$ cat config.mk
export PLATFORM = sky130hd
export DESIGN_NAME = dcache_ctrl
export DESIGN_NICKNAME = d
export VERILOG_FILES = /design/src/rtl/dcache_pkg.sv /design/src/rtl/dcache_array.sv /design/src/rtl/dcache_ctrl.sv
export SDC_FILE = /design/constraint.sdc
export NUM_CORES = 1
export LEC_CHECK = 0
export BUFFER_PORTS_ARGS = -buffer_cell sky130_fd_sc_hd__buf_2
export CELL_PAD_IN_SITES_DETAIL_PLACEMENT = 0
export CELL_PAD_IN_SITES_GLOBAL_PLACEMENT = 1
export CORE_ASPECT_RATIO = 1.75
export CORE_MARGIN = 8
export CORE_UTILIZATION = 45
export DETAILED_ROUTE_END_ITERATION = 12
export HOLD_SLACK_MARGIN = 0.03
export PLACE_DENSITY_LB_ADDON = 0.05
export SYNTH_ARGS = -nofsm -noshare
export SYNTH_HDL_FRONTEND = slang
export SYNTH_HIERARCHICAL = 1
export SYNTH_SLANG_ARGS = --single-unit
$ cat constraint.sdc
create_clock -name clk -period 12.2 [get_ports clk]
set_input_delay 0.61 -clock clk [delete_from_list [all_inputs] [get_ports clk]]
set_output_delay 0.61 -clock clk [all_outputs]
set_load 0.02 [all_outputs]
$ cat src/rtl/dcache_pkg.sv
// Shared definitions for the L1 cache controllers: state encoding, default
// geometry and address slicing helpers.
package dcache_pkg;

  localparam int INDEX_W_DEF = 2;
  localparam int TAG_W_DEF   = 28;
  localparam int LINES_DEF   = 1 << INDEX_W_DEF;

  typedef enum logic [1:0] {
    IDLE    = 2'd0,
    RD_WAIT = 2'd1,
    WR_WAIT = 2'd2,
    DONE    = 2'd3
  } state_t;

  function automatic logic [INDEX_W_DEF-1:0] addr_index(input logic [31:0] addr);
    return addr[INDEX_W_DEF+1:2];
  endfunction

  function automatic logic [TAG_W_DEF-1:0] addr_tag(input logic [31:0] addr);
    return addr[31:INDEX_W_DEF+2];
  endfunction

  function automatic logic [31:0] word_addr(input logic [31:0] addr);
    return {addr[31:2], 2'b00};
  endfunction

endpackage

$ cat src/rtl/dcache_array.sv
// Tag/valid/data storage for a direct-mapped cache: combinational read port,
// one synchronous write port, valid bits cleared asynchronously.
module dcache_array
  import dcache_pkg::*;
#(
  parameter int LINES   = LINES_DEF,
  parameter int INDEX_W = INDEX_W_DEF,
  parameter int TAG_W   = TAG_W_DEF
) (
  input  logic               i_clk,
  input  logic               i_reset,
  input  logic [INDEX_W-1:0] i_rd_idx,
  output logic               o_rd_valid,
  output logic [TAG_W-1:0]   o_rd_tag,
  output logic [31:0]        o_rd_data,
  input  logic               i_fill_we,
  input  logic               i_data_we,
  input  logic [INDEX_W-1:0] i_wr_idx,
  input  logic [TAG_W-1:0]   i_wr_tag,
  input  logic [31:0]        i_wr_data
);

  logic [LINES-1:0] r_valid;
  logic [TAG_W-1:0] r_tag  [LINES];
  logic [31:0]      r_data [LINES];

  // Valid bits: cleared by reset, set by a line fill.
  always_ff @(posedge i_clk or posedge i_reset) begin
    if (i_reset) begin
      r_valid <= '0;
    end else if (i_fill_we) begin
      r_valid[i_wr_idx] <= 1'b1;
    end
  end

  // Tag and data need no reset; an invalid line is never read as a hit.
  always_ff @(posedge i_clk) begin
    if (i_fill_we) begin
      r_tag[i_wr_idx]  <= i_wr_tag;
      r_data[i_wr_idx] <= i_wr_data;
    end else if (i_data_we) begin
      r_data[i_wr_idx] <= i_wr_data;
    end
  end

  assign o_rd_valid = r_valid[i_rd_idx];
  assign o_rd_tag   = r_tag[i_rd_idx];
  assign o_rd_data  = r_data[i_rd_idx];

endmodule

$ cat src/rtl/dcache_ctrl.sv
// Direct-mapped, write-through, no-write-allocate data cache controller sitting
// behind the MEM stage; stalls the pipeline on load misses and on every store.
module dcache_ctrl
  import dcache_pkg::*;
#(
  parameter int LINES   = LINES_DEF,
  parameter int INDEX_W = INDEX_W_DEF,
  parameter int TAG_W   = TAG_W_DEF
) (
  input  logic        clk,
  input  logic        reset,
  input  logic        cpu_read,
  input  logic        cpu_write,
  input  logic [31:0] cpu_addr,
  input  logic [31:0] cpu_wdata,
  output logic [31:0] cpu_rdata,
  output logic        cpu_stall,
  output logic        mem_req,
  output logic        mem_we,
  output logic [31:0] mem_addr,
  output logic [31:0] mem_wdata,
  input  logic [31:0] mem_rdata,
  input  logic        mem_ack,
  output logic [31:0] hit_count,
  output logic [31:0] miss_count
);

  state_t r_state;
  state_t w_next_state;

  logic [INDEX_W-1:0] w_idx;
  logic [TAG_W-1:0]   w_tag;
  logic [31:0]        w_word_addr;
  logic               w_rd_req;
  logic               w_wr_req;
  logic               w_arr_valid;
  logic [TAG_W-1:0]   w_arr_tag;
  logic [31:0]        w_arr_data;
  logic               w_hit;
  logic               w_fill;
  logic               w_store_hit;
  logic [31:0]        r_fill_data;
  logic [1:0]         w_unused_addr_lsb;

  assign w_idx             = addr_index(cpu_addr);
  assign w_tag             = addr_tag(cpu_addr);
  assign w_word_addr       = word_addr(cpu_addr);
  assign w_unused_addr_lsb = cpu_addr[1:0];

  // A store takes priority; a simultaneous load request is dropped.
  assign w_wr_req    = cpu_write;
  assign w_rd_req    = cpu_read & ~cpu_write;
  assign w_hit       = w_arr_valid && (w_arr_tag == w_tag);
  assign w_fill      = (r_state == RD_WAIT) && mem_ack;
  assign w_store_hit = (r_state == IDLE) && w_wr_req && w_hit;

  dcache_array #(
    .LINES   (LINES),
    .INDEX_W (INDEX_W),
    .TAG_W   (TAG_W)
  ) u_array (
    .i_clk      (clk),
    .i_reset    (reset),
    .i_rd_idx   (w_idx),
    .o_rd_valid (w_arr_valid),
    .o_rd_tag   (w_arr_tag),
    .o_rd_data  (w_arr_data),
    .i_fill_we  (w_fill),
    .i_data_we  (w_store_hit),
    .i_wr_idx   (w_idx),
    .i_wr_tag   (w_tag),
    .i_wr_data  (w_fill ? mem_rdata : cpu_wdata)
  );

  // FSM state register.
  always_ff @(posedge clk or posedge reset) begin
    if (reset) begin
      r_state <= IDLE;
    end else begin
      r_state <= w_next_state;
    end
  end

  // Next state plus the combinational stall and load-data outputs.
  always_comb begin
    w_next_state = r_state;
    cpu_stall    = 1'b0;
    cpu_rdata    = 32'd0;
    case (r_state)
      IDLE: begin
        if (w_wr_req) begin
          cpu_stall    = 1'b1;
          w_next_state = WR_WAIT;
        end else if (w_rd_req) begin
          if (w_hit) begin
            cpu_rdata = w_arr_data;
          end else begin
            cpu_stall    = 1'b1;
            w_next_state = RD_WAIT;
          end
        end else begin
          w_next_state = IDLE;
        end
      end
      RD_WAIT: begin
        cpu_stall    = 1'b1;
        w_next_state = mem_ack ? DONE : RD_WAIT;
      end
      WR_WAIT: begin
        cpu_stall    = 1'b1;
        w_next_state = mem_ack ? DONE : WR_WAIT;
      end
      DONE: begin
        // The replayed access completes here and is deliberately not counted.
        cpu_rdata    = r_fill_data;
        w_next_state = IDLE;
      end
      default: begin
        w_next_state = IDLE;
      end
    endcase
  end

  // Memory request registers, fill-data capture and load hit/miss counters.
  always_ff @(posedge clk or posedge reset) begin
    if (reset) begin
      mem_req     <= 1'b0;
      mem_we      <= 1'b0;
      mem_addr    <= 32'd0;
      mem_wdata   <= 32'd0;
      r_fill_data <= 32'd0;
      hit_count   <= 32'd0;
      miss_count  <= 32'd0;
    end else begin
      case (r_state)
        IDLE: begin
          if (w_wr_req) begin
            mem_req   <= 1'b1;
            mem_we    <= 1'b1;
            mem_addr  <= w_word_addr;
            mem_wdata <= cpu_wdata;
          end else if (w_rd_req) begin
            if (w_hit) begin
              hit_count <= hit_count + 32'd1;
            end else begin
              mem_req    <= 1'b1;
              mem_we     <= 1'b0;
              mem_addr   <= w_word_addr;
              miss_count <= miss_count + 32'd1;
            end
          end
        end
        RD_WAIT: begin
          if (mem_ack) begin
            mem_req     <= 1'b0;
            r_fill_data <= mem_rdata;
          end
        end
        WR_WAIT: begin
          if (mem_ack) begin
            mem_req <= 1'b0;
            mem_we  <= 1'b0;
          end
        end
        default: begin
          mem_req <= mem_req;
        end
      endcase
    end
  end

endmodule

# ---- Word-level counts from Yosys, hierarchy flattened
# Memory sizes are Yosys's and may differ from the RTL's.
# Index checks and enable logic that the tools add are counted.
dict set report totals {
  regBits 168
  memories 2
  word_cells 84
  mem_bits_rw 240
}
# name words word_bits read_ports rd_ports_with_merged_regs write_ports line_no
set mem_list {}
lappend mem_list {u_array.r_data 4 32 1 0 1 dcache_array.sv:25} ;# logic [31:0] r_data [LINES];
lappend mem_list {u_array.r_tag 4 28 1 0 1 dcache_array.sv:24} ;# logic [TAG_W-1:0] r_tag [LINES];
dict set report op_classes {
  n_reduce_logical 17
  eq_ne 10
  n_bitwise 5
  n_mux 37
  addsub 2
  n_lt_le_gt_ge 2
}
# op count
set ops {}
lappend ops {{two-way mux 32 bit} 8}
lappend ops {{adder 32 x 1 -> 32 bit (second input constant)} 2}
lappend ops {{one-hot mux 32 bit (2 select lines)} 1}
lappend ops {{equality test 28 bit} 1}
lappend ops {{two-way mux 1 bit} 18}
lappend ops {{AND reduction 4 bit} 4}
lappend ops {{two-way mux 2 bit} 4}
lappend ops {{one-hot mux 2 bit (4 select lines)} 1}
lappend ops {{inequality test 3 bit (second input constant)} 2}
lappend ops {{one-hot mux 1 bit (2 select lines)} 3}
lappend ops {{nonzero test 2 bit} 3}
lappend ops {{logical AND 1 bit} 5}
lappend ops {{equality test 2 bit (second input constant)} 2}
lappend ops {{inequality test 2 bit (second input constant)} 2}
lappend ops {{inequality test 4 bit (second input constant)} 1}
lappend ops {{OR 4 bit} 1}
lappend ops {{AND reduction 2 bit} 2}
lappend ops {{less-than comparator 2 x 3 -> 1 bit (second input constant)} 1}
lappend ops {{AND reduction 3 bit} 1}
lappend ops {{binary-select mux 1 bit (select 2 bit)} 1}
lappend ops {{demux 1 bit (select 2 bit)} 1}
lappend ops {{equality test 2 x 1 -> 1 bit (second input constant)} 1}
lappend ops {{greater-or-equal comparator 2 x 1 -> 1 bit (second input constant)} 1}
lappend ops {{zero test 2 bit} 1}
lappend ops {{5 further kinds} 6}

# ---- Depth between registers and ports, before layout
dict set report logic_depth {
  ltp_word 8
  depth_mapped 11
}

# ---- Modules after synthesis
# The synthesis kept the hierarchy.
# mod cells_each n_inst area_each_um2
set modules_own_cells {}
lappend modules_own_cells {dcache_array 336 1 8946.1}
lappend modules_own_cells {dcache_ctrl 767 1 7973.9}

# ---- Least setup slack after synthesis
# No wires, ideal clock.
dict set report synth_timing {
  path_kind {input to register}
  startpoint {input port cpu_addr[2]}
  endpoint {memory u_array.r_data[2][0], enable pin}
  arrival_ns 4.709
  required_time_ns 11.732
  slack_ns 7.022
  cell_stages 9
  n_path_buf 2
  path_cell_list {buf_6 > buf_12 > mux4_2 > xor2_1 > nor4_1 > and3_2 > and4b_1 > nor2_1 > nor3b_1}
}
dict set report synth_between {
  elab_chain_len 8
}
# item line_no
set synth_lines {}
lappend synth_lines {{start, declared} dcache_ctrl.sv:14} ;# input logic [31:0] cpu_addr,
lappend synth_lines {{memory read (4 x 28 bit)} -}
lappend synth_lines {{net w_arr_tag[13]} dcache_ctrl.sv:37} ;# logic [TAG_W-1:0] w_arr_tag;
lappend synth_lines {{equality test 28 bit} dcache_ctrl.sv:53} ;# assign w_hit = w_arr_valid && (w_arr_tag == w_tag);
lappend synth_lines {{logical AND 1 bit} dcache_ctrl.sv:53}
lappend synth_lines {{logical AND 1 bit} dcache_ctrl.sv:55} ;# assign w_store_hit = (r_state == IDLE) && w_wr_req && w_hit;
lappend synth_lines {{net w_store_hit} dcache_ctrl.sv:41} ;# logic w_store_hit;
lappend synth_lines {{two-way mux 1 bit} dcache_array.sv:41} ;# end else if (i_data_we) begin
lappend synth_lines {{two-way mux 1 bit} dcache_array.sv:38} ;# if (i_fill_we) begin
lappend synth_lines {{two-way mux 1 bit (implied by the code)} dcache_array.sv:42} ;# r_data[i_wr_idx] <= i_wr_data;
lappend synth_lines {{OR 1 bit (no source line)} -}
lappend synth_lines {{end, declared} dcache_array.sv:25}
# The timed path passes the listed nets, and every way through them passes these cells. The select of a mux whose other input is x is not followed.

# ---- Worst setup path after layout
dict set report layout_timing {
  startpoint {input port cpu_addr[2]}
  endpoint {output port cpu_rdata[2]}
}
dict set report layout_between {
  elab_chain_len 7
}
# item line_no
set layout_lines {}
lappend layout_lines {{memory read (4 x 28 bit)} -}
lappend layout_lines {{net w_arr_tag[1]} dcache_ctrl.sv:37}
lappend layout_lines {{equality test 28 bit} dcache_ctrl.sv:53}
lappend layout_lines {{logical AND 1 bit} dcache_ctrl.sv:53}
lappend layout_lines {{two-way mux 32 bit} dcache_ctrl.sv:95} ;# if (w_hit) begin
lappend layout_lines {{two-way mux 32 bit} dcache_ctrl.sv:94} ;# end else if (w_rd_req) begin
lappend layout_lines {{two-way mux 32 bit} dcache_ctrl.sv:91} ;# if (w_wr_req) begin
lappend layout_lines {{one-hot mux 32 bit (2 select lines)} dcache_ctrl.sv:89} ;# case (r_state)
lappend layout_lines {{end, declared} dcache_ctrl.sv:16} ;# output logic [31:0] cpu_rdata,
# The timed path passes the listed nets, and every way through them passes these cells. The select of a mux whose other input is x is not followed.

==> results.cfg <==
[critical_path]
crit_chain = buf_4 > buf_4 > mux4_2 > xnor2_1 > nand4_1 > nor4_1 > and4_2 > buf_4 > a22oi_1 > nor2_1 > buf_2
endpoint_kind = primary output
cp_max_fo = 65
slowest_delay_ps = 770
path_class = in -> out
timing.critical_path.arrival_ps = 5030
crit_buf_inv = 4
critPathLaunchType = input pin
critPathSlowestCell = buf_4
path_delay_family = buffers and inverters
crit_required_ps = 11590
critPathMostFrequentCell = buf_4

[logic_synthesis]
synth_seq_cells = 406
synth_cells = 1103
ys_seq_area_share_pct = 67.14
synth_area_um2 = 16920
synth_edf_count = 240
ys.flop_type = edfxtp_1
async_flop_share_pct = 40.89
ys_warn_count = 6
synth_area_per_cell_um2 = 15.34
yosysUniqueCellTypes = 47

[floorplanning]
die-area_um2 = 44310
start_util_pct = 45.24
rows = 94
die-width_um = 162.6
io_pins = 264
coreArea_um2 = 37400
die_y_um = 272.5

[cts]
cts_buffers = 39
tritoncts = yes
clock-root-buffer = clkbuf_16
htree_levels = 2
clk_pin_slew_ps = 70
clk_latency_ps = 540
clk_path_buf_depth = 3
cts_sinks = 406
postCtsSetupRepairBufs = 0
cts_resized = 0

[routing]
wire_per_inst_um = 21.81
drt_iter0_drc = 401
drc = 0
vias = 10040
viasPerCell = 5.335
first_pass_iters = 4
drtAntennaViolNets = 0
routed_wl_um = 41020

[grt]
grtUsageMet1_pct = 20.67
use_met2_pct = 34.87
track_usage_pct = 18.62
busiest_layer = met2
gr-usage-met3_pct = 3.752
grt-ovfl-total = 0
grt_pass1_vias = 10840
antenna_found_initial = 5
grt_max_degree = 91
grt_pass1_wl_um = 63660

[pwr]
clockPowerShare_pct = 31.6
ir_worst_vdd_v = 0.0001488
netSwitchingPower_uw = 1154
p_seq_share_pct = 45.3
p_leak_uw = 0.008359
power.density_nw_per_um2 = 196.3
p_int_uw = 2765
sw_frac_of_total_pct = 29.45
pwr-share-comb_pct = 23.2

[timing]
rsz0062_at_grt = no
relSlewSlack_pct = 36.40
period_share_pct = 46.22
skew_ps = 15.29
min_period_ps = 5639
final-max-slew-violation-count = 0
worst_pin_slew_ps = 954.1
tns_ps = 0
fmax_mhz = 177.3
setup_viol = 0
finalHoldViolations = 0

[final_layout]
layout_commonest_cell = buf_2
area_growth_pct = 17.99
final_cell_mix = 257 x buf_2, 240 x edfxtp_1, 174 x nand2_1, 166 x dfrtp_1, 68 x xnor2_1
layout-drive-gt1-share_pct = 34.67
final_cell_area_um2 = 19960
finalNetCount = 1477

[placed_design]
dpl-instance-area_um2 = 18640
gp_congestion = 0.7554
portBuffers = 259
post-dp-hpwl_um = 27230

[hold_path]
hold_path.class = in -> reg

[status]
status = complete, no violations

[job]
max_cap_violations = 0
[power groups by stage]
stage | combinational, µW | clock (µW) | sequential [µW]
detailed placement | 934 | 0 | 1800
CTS | 938 | 1270 | 1780
finish | 908 | 1240 | 1770
global route | 989 | 1320 | 1800
floorplan | 480 | 0 | 1940
global placement | 921 | 0 | 1800
[state kept, by name, indices dropped and copies added, names as in the netlist, 4 cells and up]
| signal | cells |
|---|---|
| hit_count | 32 |
| mem_addr | 30 |
| mem_wdata | 32 |
| miss_count | 32 |
| r_fill_data | 32 |
| u_array/r_data | 128 |
| u_array/r_tag | 112 |
| u_array/r_valid | 4 |
[cells in the mapped netlist, types with 3 or more instances]
cell      count  share of area, %
a21oi_1       4              0.12
a22oi_1      32               1.4
and2_1        5              0.18
and3_1       16              0.59
and3_2        3              0.13
and4_1       10              0.52
buf_1         7              0.16
buf_12        6              0.71
buf_2        12              0.35
buf_4         6              0.27
buf_6         4              0.27
clkbuf_1     20              0.44
dfrtp_1     166                25
edfxtp_1    240                43
ha_1          7              0.52
inv_1        10              0.22
mux2_2       35               2.3
mux2_4       29               2.6
mux4_2       60               8.0
nand2_1     176               3.9
nand3_1      33              0.98
nand4_1      37               1.4
nor2_1       49               1.1
nor3_1       12              0.35
nor3b_1       3              0.13
nor4_1        6              0.22
or2_2         4              0.15
xnor2_1      68               3.5
xor2_1       22               1.1
[metrics by stage]
step / hold slack (ps) / instances / setup WS, ps / power, µW / utilization, %
6_report: 286.0 / 1881 / 6561 / 3920 / 53.38
5_1_grt: 270.7 / 1880 / 6189 / 4105 / 53.37
4_1_cts: 255.1 / 1879 / 6375 / 3985 / 53.37
3_5_place_dp: 453.0 / 1807 / 6372 / 2735 / 49.85
3_3_place_gp: 447.6 / 1807 / 6411 / 2717 / 49.85
2_1_floorplan: 376.1 / 1104 / 7022 / 2416 / -
[per-layer routing]
metal  wire, µm  share of wire, %
met3       2021               4.9
met1      15580                38
met4       1026               2.5
met2      22350                54
met5         50              0.12
[cells by family after synthesis]
family | share of synthesized area [%]
fa+ha+maj | 0.5176
xor+xnor | 4.659
buf+inv | 2.440
compound gates | 1.974
mux | 13.04
simple gates | 10.20
flops | 67.14
other cells | 0.02216
[worst paths after layout]
kind / cells after the start / startpoint / to / slack, ps
worst max-delay path: 11 / cpu_addr[2] / cpu_rdata[2] / 6560
worst min-delay path: 3 / mem_rdata[8] / r_fill_data[8] / 290
worst max register to register: 8 / u_array/r_tag[3][13] / hit_count[30] / 8890
worst min register to register: 1 / u_array/r_valid[2] / u_array/r_valid[2] / 470
max in group asynchronous: 4 / reset / hit_count[18] / 9940
min in group asynchronous: 3 / reset / u_array/r_valid[1] / 560
[worst reg2reg max path: cells and delay by family, from the launching register on]
family        cells  cell delay [ps]
flops             1              360
xor+xnor          2              320
buf+inv           1              640
mux               1              500
simple gates      4             1430
[layout make-up]
| type | count | area (µm²) |
|---|---|---|
| multi-input cells | 632 | 5189 |
| diodes | 2 | 5.005 |
| clock inverters | 21 | 205.2 |
| flip-flops and latches | 406 | 11360 |
| well taps | 480 | 600.6 |
| clock buffers | 50 | 1101 |
| fillers | 3235 | 17440 |
| inverters | 11 | 48.80 |
| repair buffers | 279 | 1454 |
[repair_timing]
action	CTS	global route
endpoints found under the setup margin	0	0
hold buffers	1	0
endpoints found under the hold margin	4	0
Note: power is estimated with default switching activity, not from simulation.
